### src/rtl/spi_master.sv
// spi_master: mode-0 (CPOL=0, CPHA=0) SPI initiator.
// A word accepted on tx_valid/tx_ready is shifted out on spi_mosi while
// the reply is captured from spi_miso. The received word is delivered with
// a single-cycle rx_valid pulse. Every spi_clk phase lasts CLK_DIV cycles
// of clk_sys: lead setup, DATA_WIDTH high/low bit cells, trail hold, and a
// minimum deselect gap.
module spi_master #(
  parameter int DATA_WIDTH = 8,
  parameter int CLK_DIV    = 4,
  parameter bit MSB_FIRST  = 1'b1
) (
  input  logic                  clk_sys,
  input  logic                  rst_n,
  input  logic [DATA_WIDTH-1:0] tx_data,
  input  logic                  tx_valid,
  output logic                  tx_ready,
  output logic [DATA_WIDTH-1:0] rx_data,
  output logic                  rx_valid,
  output logic                  busy,
  output logic                  spi_clk,
  output logic                  spi_cs_n,
  output logic                  spi_mosi,
  input  logic                  spi_miso
);

  localparam int DIV_W = $clog2(CLK_DIV);
  localparam int BIT_W = $clog2(DATA_WIDTH);

  localparam logic [2:0] S_IDLE  = 3'd0;
  localparam logic [2:0] S_LEAD  = 3'd1;
  localparam logic [2:0] S_HIGH  = 3'd2;
  localparam logic [2:0] S_LOW   = 3'd3;
  localparam logic [2:0] S_TRAIL = 3'd4;
  localparam logic [2:0] S_GAP   = 3'd5;

  logic [2:0]            r_state;
  logic [DIV_W-1:0]      r_div_cnt;
  logic [BIT_W-1:0]      r_bit_cnt;
  logic [DATA_WIDTH-1:0] r_tx_sh;
  logic [DATA_WIDTH-1:0] r_rx_sh;
  logic [DATA_WIDTH-1:0] r_rx_data;
  logic                  r_rx_valid;
  logic                  r_spi_clk;
  logic                  r_cs_n;
  logic                  r_mosi;

  logic                  w_idle;
  logic                  w_tick;
  logic                  w_last_bit;
  logic                  w_accept;
  logic                  w_first_bit;
  logic                  w_next_bit;
  logic [DATA_WIDTH-1:0] w_tx_next;
  logic [DATA_WIDTH-1:0] w_rx_next;

  assign w_idle     = (r_state == S_IDLE);
  assign w_tick     = (r_div_cnt == DIV_W'(CLK_DIV - 1));
  assign w_last_bit = (r_bit_cnt == BIT_W'(DATA_WIDTH - 1));
  assign w_accept   = tx_valid && w_idle;

  // Shift direction is fixed at elaboration; the wire order of outgoing
  // and incoming bits is the same so loopback returns the word unchanged.
  assign w_tx_next   = MSB_FIRST ? {r_tx_sh[DATA_WIDTH-2:0], 1'b0}
                                 : {1'b0, r_tx_sh[DATA_WIDTH-1:1]};
  assign w_first_bit = MSB_FIRST ? tx_data[DATA_WIDTH-1] : tx_data[0];
  assign w_next_bit  = MSB_FIRST ? w_tx_next[DATA_WIDTH-1] : w_tx_next[0];
  assign w_rx_next   = MSB_FIRST ? {r_rx_sh[DATA_WIDTH-2:0], spi_miso}
                                 : {spi_miso, r_rx_sh[DATA_WIDTH-1:1]};

  // Half-period counter: every non-idle state leaves on its tick, so
  // clearing on the tick is the same as clearing on every state entry.
  always_ff @(posedge clk_sys or negedge rst_n) begin
    if (!rst_n) begin
      // NOTE: state is updated with non-blocking assignments so every
      // register in the design samples the pre-edge values of the others.
      r_div_cnt <= '0;
    end else if (w_idle || w_tick) begin
      r_div_cnt <= '0;
    end else begin
      r_div_cnt <= r_div_cnt + DIV_W'(1);
    end
  end

  // Frame sequencer and shift datapath.
  always_ff @(posedge clk_sys or negedge rst_n) begin
    if (!rst_n) begin
      r_state    <= S_IDLE;
      r_bit_cnt  <= '0;
      r_tx_sh    <= '0;
      r_rx_sh    <= '0;
      r_rx_data  <= '0;
      r_rx_valid <= 1'b0;
      r_spi_clk  <= 1'b0;
      r_cs_n     <= 1'b1;
      r_mosi     <= 1'b0;
    end else begin
      r_rx_valid <= 1'b0;
      case (r_state)
        S_IDLE: begin
          if (w_accept) begin
            r_tx_sh   <= tx_data;
            r_rx_sh   <= '0;
            r_bit_cnt <= '0;
            r_cs_n    <= 1'b0;
            r_mosi    <= w_first_bit;
            r_state   <= S_LEAD;
          end
        end
        S_LEAD, S_LOW: begin
          if (w_tick) begin
            r_spi_clk <= 1'b1;
            r_rx_sh   <= w_rx_next;
            r_state   <= S_HIGH;
          end
        end
        S_HIGH: begin
          if (w_tick) begin
            r_spi_clk <= 1'b0;
            r_bit_cnt <= r_bit_cnt + BIT_W'(1);
            if (w_last_bit) begin
              r_state <= S_TRAIL;
            end else begin
              r_tx_sh <= w_tx_next;
              r_mosi  <= w_next_bit;
              r_state <= S_LOW;
            end
          end
        end
        S_TRAIL: begin
          if (w_tick) begin
            r_cs_n     <= 1'b1;
            r_rx_data  <= r_rx_sh;
            r_rx_valid <= 1'b1;
            r_state    <= S_GAP;
          end
        end
        S_GAP: begin
          if (w_tick) begin
            r_state <= S_IDLE;
          end
        end
        default: begin
          r_state <= S_IDLE;
        end
      endcase
    end
  end

  assign tx_ready = w_idle;
  assign busy     = !w_idle;
  assign rx_data  = r_rx_data;
  assign rx_valid = r_rx_valid;
  assign spi_clk  = r_spi_clk;
  assign spi_cs_n = r_cs_n;
  assign spi_mosi = r_mosi;

endmodule

### config.mk
export PLATFORM = sky130hd
export DESIGN_NAME = spi_master
export DESIGN_NICKNAME = d
export VERILOG_FILES = /design/src/rtl/spi_master.sv
export SDC_FILE = /design/constraint.sdc
export NUM_CORES = 1
export LEC_CHECK = 0
export ABC_AREA = 1
export CAP_MARGIN = 20
export CORE_MARGIN = 1
export CORE_UTILIZATION = 50
export CTS_CLUSTER_SIZE = 24
export DETAILED_ROUTE_END_ITERATION = 10
export MAX_ROUTING_LAYER = met4
export PLACE_DENSITY = 0.75
export SKIP_CTS_REPAIR_TIMING = 1
export SLEW_MARGIN = 10
export SYNTH_ARGS = -nofsm -noshare
export SYNTH_HDL_FRONTEND = slang
export SYNTH_SLANG_ARGS = --single-unit
export TNS_END_PERCENT = 1
### constraint.sdc
create_clock -name clk_sys -period 1.4 [get_ports clk_sys]
set_input_delay 0.21 -clock clk_sys [delete_from_list [all_inputs] [get_ports clk_sys]]
set_output_delay 0.21 -clock clk_sys [all_outputs]
set_load 0.05 [all_outputs]
==> key figures, run 1 <==
Logic synthesis
  – Register area share after synthesis: 50.9%
  – Netlist cell types: 22
  – #FFs+latches synth: 35
  – Post-Syn Area: 1720 um^2
  – Compound-Gate Fraction of Synth Area: 7.56%
  – Post-Synth Simple-Gate Area: 32.7%
  – Synth Area in Adders: 2.18%
  – Count of warnings emitted by yosys: 0
  – Instance count of the mapped netlist: 208
  – Top cells by area, synth: dfrtp_1 (49%), nand2_1 (22%), inv_1 (3.7%)
  – Xor and xnor area share after synthesis: 0%
  – Largest area contributor in the netlist: dfrtp_1
  – Synthesized area per cell: 8.28 um^2
  – Largest family of logic cells by synthesized area: simple AND/OR/NAND/NOR gates
  – Synth top area share: 49.4%
  – Proportion of synthesized area in mux cells: 0%
  – Post-Synthesis Net Count: 223

Clock network
  – CTS buffer count: 5
  – Clock buffer depth: 2
  – Root buffer cell: clkbuf_4
  – Clock sink count: 35
  – Clk Latency, worst-skew pair: 0.33 ns
  – CTS tree: done
  – Clock Pin Slew Worst Setup and Hold Paths: 0.10 ns
  – H-tree levels: 2

Placed design
  – Pre-CTS setup slack: -0.0964 ns
  – Final GP Congestion: 0.822
  – Count of input and output buffers: 25
  – Post-DP HPWL: 2380 um
  – DP Cell Count: 282

Drt
  – Iter 0 DRT Violations: 59
  – Wire per inst: 11.1 um
  – Number of vias per cell: 4.75
  – Final WL: 3270 um
  – TritonRoute pass-1 iters: 7
  – Via count: 1397
  – Antenna-violating nets left: 0
  – Drt drc: 0

STA
  – Final Critical Period: 1.49 ns
  – Skew final: 0.00711 ns
  – Final hold violation count: 0
  – Post-route worst setup slack: -0.0925 ns
  – Fmax: 670 MHz
  – RSZ-0062 raised after global routing: true
  – Worst-margin pin slew: 0.316 ns
  – Slew headroom: 78.9%
  – Final setup violation count: 2
  – Fin crit share: 107%
  – Max Slew Vio Count: 0
  – Min Hold Slack: 0.175 ns

Critical path
  – Crit-path max cell delay: 0.48 ns
  – Worst flop-to-flop path startpoint: r_bit_cnt[0]
  – Crit. End Element: output port
  – Max FO, Critical Path: 5
  – CP bufs+invs: 2
  – Critical path type: reg -> out
  – Critical Path Source: r_state[2]
  – Worst setup SP type: register
  – R2r setup slk: 0.03 ns
  – Crit path max-delay family: flip-flops
  – R2r endpoint: r_tx_sh[5]
  – Critical Path RT: 1.19 ns
  – R2R cell count: 6
  – Worst Path Arrival: 1.28 ns
  – Slowest stage cell, crit path: dfrtp_2
  – Crit-path cells: nor2_4 > nand2_4 > inv_4 > buf_12

Die
  – Die Height: 60.7 um
  – Die area: 3680 um^2
  – I/O pin total: 26
  – Core area: 3150 um^2
  – Initial Util: 54.6%
  – Placement Rows: 20
  – Die span in x: 60.7 um

Layout
  – Util after Layout: 73.0%
  – Non-Filler Instances: 294
  – # nets final: 264
  – Final antenna diode count: 0
  – Layout cells sized above 1: 25.6%
  – Synthesis-to-finish area growth: 33.7%

Global routing
  – Final global-route overflow total: 0
  – Initial antenna violation count: 0
  – Largest net degree at the start of global routing: 27
  – GRT Overall Usage: 21.8%
  – First-pass GRT wire length: 5640 um
  – Number of global-route vias before repair: 1349

Flow run
  – Max-cap viol count: 0

Hold path
  – Hold WC Path Type: in -> async

Run status
  – Outcome: complete, but fails checks
  – Failing checks: setup timing

Pwr
  – PD cells: 1780 nW/um^2
  – Maximum VDD drop: 1.12 mV
  – Power Total: 4.09 mW
  – Leakage power: 1.19 nW
[synthesized netlist by cell type, drive strengths merged]
cell type,count
a21oi,2
buf,3
dfrtp,34
dfstp,1
ha,3
inv,21
nand2,102
nand3,13
nor2,16
o211ai,1
o21ai,11
o22ai,1
[layer usage]
metal  vias to the layer above  track usage, %  share of wire (%)
met5                         -               -                  0
met4                         0            7.79                1.3
met3                         5            4.48                4.2
met2                        34            35.9                 49
met1                       641            26.7                 45
li1                        717               -                  -
[worst reg2reg max path: stages, from the launching register on]
cell,delay (ns)
dfrtp_1,0.41
ha_1,0.21
ha_2,0.19
a21oi_2,0.17
nand3_4,0.14
nand2_1,0.09
nand2_1,0.05
[kinds of logic after synthesis]
group | Yosys count
AOI/OAI and AO/OA | 15
adders and majority gates | 3
and+or+nand+nor | 131
DFF | 35
buffers and inverters | 24
[flip-flops by register name (all words and copies together), names as in the netlist]
register / flops
r_bit_cnt: 3
spi_cs_n: 1
spi_mosi: 1
r_div_cnt: 2
rx_valid: 1
r_rx_sh: 8
spi_clk: 1
r_state: 3
r_tx_sh: 7
rx_data: 8
[cell type report]
class                           instances  area (um^2)
Sequential cell                        35          881
Timing Repair Buffer                   37          480
Clock inverter                          3         15.0
Inverter                               21         86.3
Clock buffer                            5         37.5
Fill cell                             258          851
Tap cell                               44         55.1
Multi-Input combinational cell        149          747
[report_power, final]
| group | internal, mW | switching [mW] |
|---|---|---|
| clock | 0.187 | 0.329 |
| combinational | 0.830 | 1.24 |
| sequential | 1.29 | 0.214 |
| total | 2.30 | 1.79 |
[layout by cell type, fill, tap and decap left out, drive strengths merged]
| cell type | count |
|---|---|
| clkinv | 3 |
| clkbuf | 5 |
| buf | 26 |
| dfstp | 1 |
| o21ai | 11 |
| nor2 | 16 |
| o22ai | 1 |
| clkdlybuf4s50 | 11 |
| nand2 | 102 |
| inv | 21 |
| ha | 3 |
| o211ai | 1 |
| dfrtp | 34 |
| nand3 | 13 |
| a21oi | 2 |
[worst max-delay path by stage]
stage	endpoint	slack, ns	cells past startpoint
after floorplan	r_bit_cnt[0]	0.02	6
final	tx_ready	-0.09	4
after global placement	r_tx_sh[4]	-0.06	7
after global routing	tx_ready	-0.15	4
after detailed placement	r_tx_sh[2]	-0.1	7
after CTS	tx_ready	-0.27	4
[stage by stage]
stage,instance area (um^2),TNS [ns]
2_1_floorplan,1720,0
3_3_place_gp,2200,-0.484
3_5_place_dp,2200,-0.703
4_1_cts,2250,-1.19
5_1_grt,2300,-0.802
6_report,2300,-0.138
No activity file was read; power rests on OpenSTA's default activity.
==> run 2, diff against run 1 <==
--- a/config.mk
+++ b/config.mk
@@ -7,12 +7,12 @@
 export LEC_CHECK = 0
 export ABC_AREA = 1
 export CAP_MARGIN = 20
-export CORE_MARGIN = 1
-export CORE_UTILIZATION = 50
+export CORE_MARGIN = 10
+export CORE_UTILIZATION = 53
 export CTS_CLUSTER_SIZE = 24
 export DETAILED_ROUTE_END_ITERATION = 10
 export MAX_ROUTING_LAYER = met4
-export PLACE_DENSITY = 0.75
+export PLACE_DENSITY = 0.78
 export SKIP_CTS_REPAIR_TIMING = 1
 export SLEW_MARGIN = 10
 export SYNTH_ARGS = -nofsm -noshare
==> run 2 against run 1 <==
Against the previous run: the run still ends with setup timing left; combinational power rose by 8%; die area increased by 61%; critical endpoint unchanged; hold slack gained 0.052 ns; worst setup slack better by 0.013 ns; final cell count grew 1.4%.
==> key figures, run 2 (synthesis gave the netlist of run 1 again) <==
Run status
  – Outcome: complete, but fails checks
  – Failing checks: setup timing

Global routing
  – Largest net degree at the start of global routing: 36 (+33%)
  – GRT Overall Usage: 11.8% (-10 points)
  – Final global-route overflow total: 0 (unchanged)
  – First-pass GRT wire length: 5800 um (+2.8%)
  – Number of global-route vias before repair: 1365 (+1.2%)
  – Initial antenna violation count: 0 (unchanged)

Placed design
  – Pre-CTS setup slack: -0.0355 ns (+0.0609 ns)
  – Placed Area: 2220 um^2 (+1.1%)
  – Post-DP HPWL: 2500 um (+5.0%)
  – Final GP Congestion: 0.800 (-2.7%)
  – DP Cell Count: 282 (unchanged)
  – Count of input and output buffers: 25 (unchanged)

Pwr
  – Sequential cell fraction of total power: 34.0% (-2.7 points)
  – Clock group share of total power: 14.1% (+1.5 points)
  – Maximum VDD drop: 1.18 mV (+5.7%)
  – Psw: 1.84 mW (+2.6%)
  – Leakage power: 1.24 nW (+4.0%)
  – PD cells: 1800 nW/um^2 (+1.4%)
  – Sw Share: 42.5% (-1.2 points)
  – Logic gate share of total power: 51.9% (+1.2 points)
  – Internal: 2.48 mW (+7.6%)
  – Power Total: 4.31 mW (+5.4%)

Clock network
  – Root buffer cell: clkbuf_4
  – CTS buffer count: 5 (unchanged)
  – Clk Latency, worst-skew pair: 0.33 ns (about the same)
  – Clock Pin Slew Worst Setup and Hold Paths: 0.10 ns (about the same)
  – H-tree levels: 2 (unchanged)
  – Clock buffer depth: 2 (unchanged)
  – Clock sink count: 35 (unchanged)
  – CTS tree: done

Critical path
  – Critical path type: reg -> out
  – Crit. End Element: output port
  – Max FO, Critical Path: 4 (-1)
  – Worst Path Arrival: 1.27 ns (about the same)
  – Critical Path RT: 1.19 ns (about the same)
  – Worst setup SP type: register

STA
  – Final hold violation count: 0 (unchanged)
  – Slew headroom: 82.3% (+3.3 points)
  – RSZ-0062 raised after global routing: true
  – Post-route worst setup slack: -0.0794 ns (+0.0131 ns)
  – Max Slew Vio Count: 0 (unchanged)
  – Final setup violation count: 2 (unchanged)
  – Fmax: 676 MHz (+0.89%)
  – Worst-margin pin slew: 0.266 ns (-0.0502 ns)
  – Fin crit share: 106% (-0.94 points)
  – Skew final: 0.00328 ns (-0.00383 ns)
  – Final Critical Period: 1.48 ns (-0.0131 ns)

Layout
  – # nets final: 268 (+1.5%)
  – Most frequent cells in the layout: nand2_1 (97), dfrtp_1 (32), buf_12 (16)
  – Commonest non-fill, non-tap cell in the layout: nand2_1
  – Multi-input logic area: 768 um^2 (+2.8%)
  – Layout cells sized above 1: 28.7% (+3.1 points)
  – Synthesis-to-finish area growth: 39.0%
  – Fill cell count: 196 (-24%)
  – Register area: 880 um^2 (-0.14%)
  – Final antenna diode count: 0 (unchanged)
  – Util after Layout: 77.8% (+4.7 points)
  – Non-Filler Instances: 298 (+1.4%)
  – Final Cell Area: 2390 um^2 (+4.0%)

Die
  – I/O pin total: 26 (unchanged)
  – Die area: 5930 um^2 (+61%)
  – Die span in x: 77.0 um (+27%)
  – Initial Util: 55.9% (+1.3 points)
  – Die Height: 77.0 um (+27%)
  – Core area: 3080 um^2 (-2.4%)
  – Placement Rows: 20 (unchanged)

Drt
  – Drt drc: 0 (unchanged)
  – Number of vias per cell: 4.80 (+0.92%)
  – Final WL: 3570 um (+9.2%)
  – TritonRoute pass-1 iters: 5 (-2)
  – Wire per inst: 12.0 um (+7.8%)
  – Via count: 1429 (+2.3%)
  – Iter 0 DRT Violations: 90 (+53%)
  – Antenna-violating nets left: 0 (unchanged)

Flow run
  – Max-cap viol count: 0 (unchanged)

Hold path
  – Hold WC Path Type: in -> async
-- run 2: changes by cell type in the layout (fill, tap and decap cells not counted), sizes merged --
cell and change:
buf +4, clkbuf +3, clkinv -3
-- run 2: power by group through the flow --
stage          combinational [mW]  clock, mW  sequential, mW
3_5_place_dp                 1.96          0            1.48
2_1_floorplan                1.28          0            1.53
5_1_grt                      2.46      0.675            1.50
3_3_place_gp                 1.92          0            1.48
6_report                     2.24      0.608            1.47
4_1_cts                      1.97      0.620            1.47
-- run 2: worst paths after layout --
check,start,end,slack [ns],depth (start not counted)
setup / recovery,r_state[0],tx_ready,-0.08,4
hold / removal,rst_n,rx_data[5],0.23,2
setup reg to reg,r_state[0],r_rx_sh[1],0,7
hold reg to reg,r_div_cnt[0],r_div_cnt[0],0.47,1
max in group asynchronous,rst_n,spi_cs_n,0.93,2
min in group clk_sys,spi_miso,r_rx_sh[0],0.47,5
-- run 2: critical path, stage by stage (launching register included) --
cell     delay (ns)
dfrtp_2        0.45
nor2_4         0.16
nand2_4        0.10
inv_4          0.09
buf_12         0.14
-- run 2: through the flow --
step,setup TNS [ns],hold WS (ns)
after detailed placement,-0.154,0.456
final,-0.0862,0.227
after floorplan,0,-0.0856
after global routing,-0.810,0.229
after global placement,-0.00288,0.423
after CTS,-0.494,0.237
-- run 2: routing by layer --
metal	vias to the layer above	routed length, um	track usage [%]
li1	730	-	-
met1	645	1600	14.1
met2	48	1730	18.5
met3	6	211	3.38
met4	0	35	4.38
met5	-	0	-
-- run 2: layout make-up --
cell class,instances,area share [%]
flip-flops and latches,35,36.7
well taps,44,2.30
repair buffers,41,22.4
multi-input cells,149,32.1
clock buffers,8,2.88
inverters,21,3.61
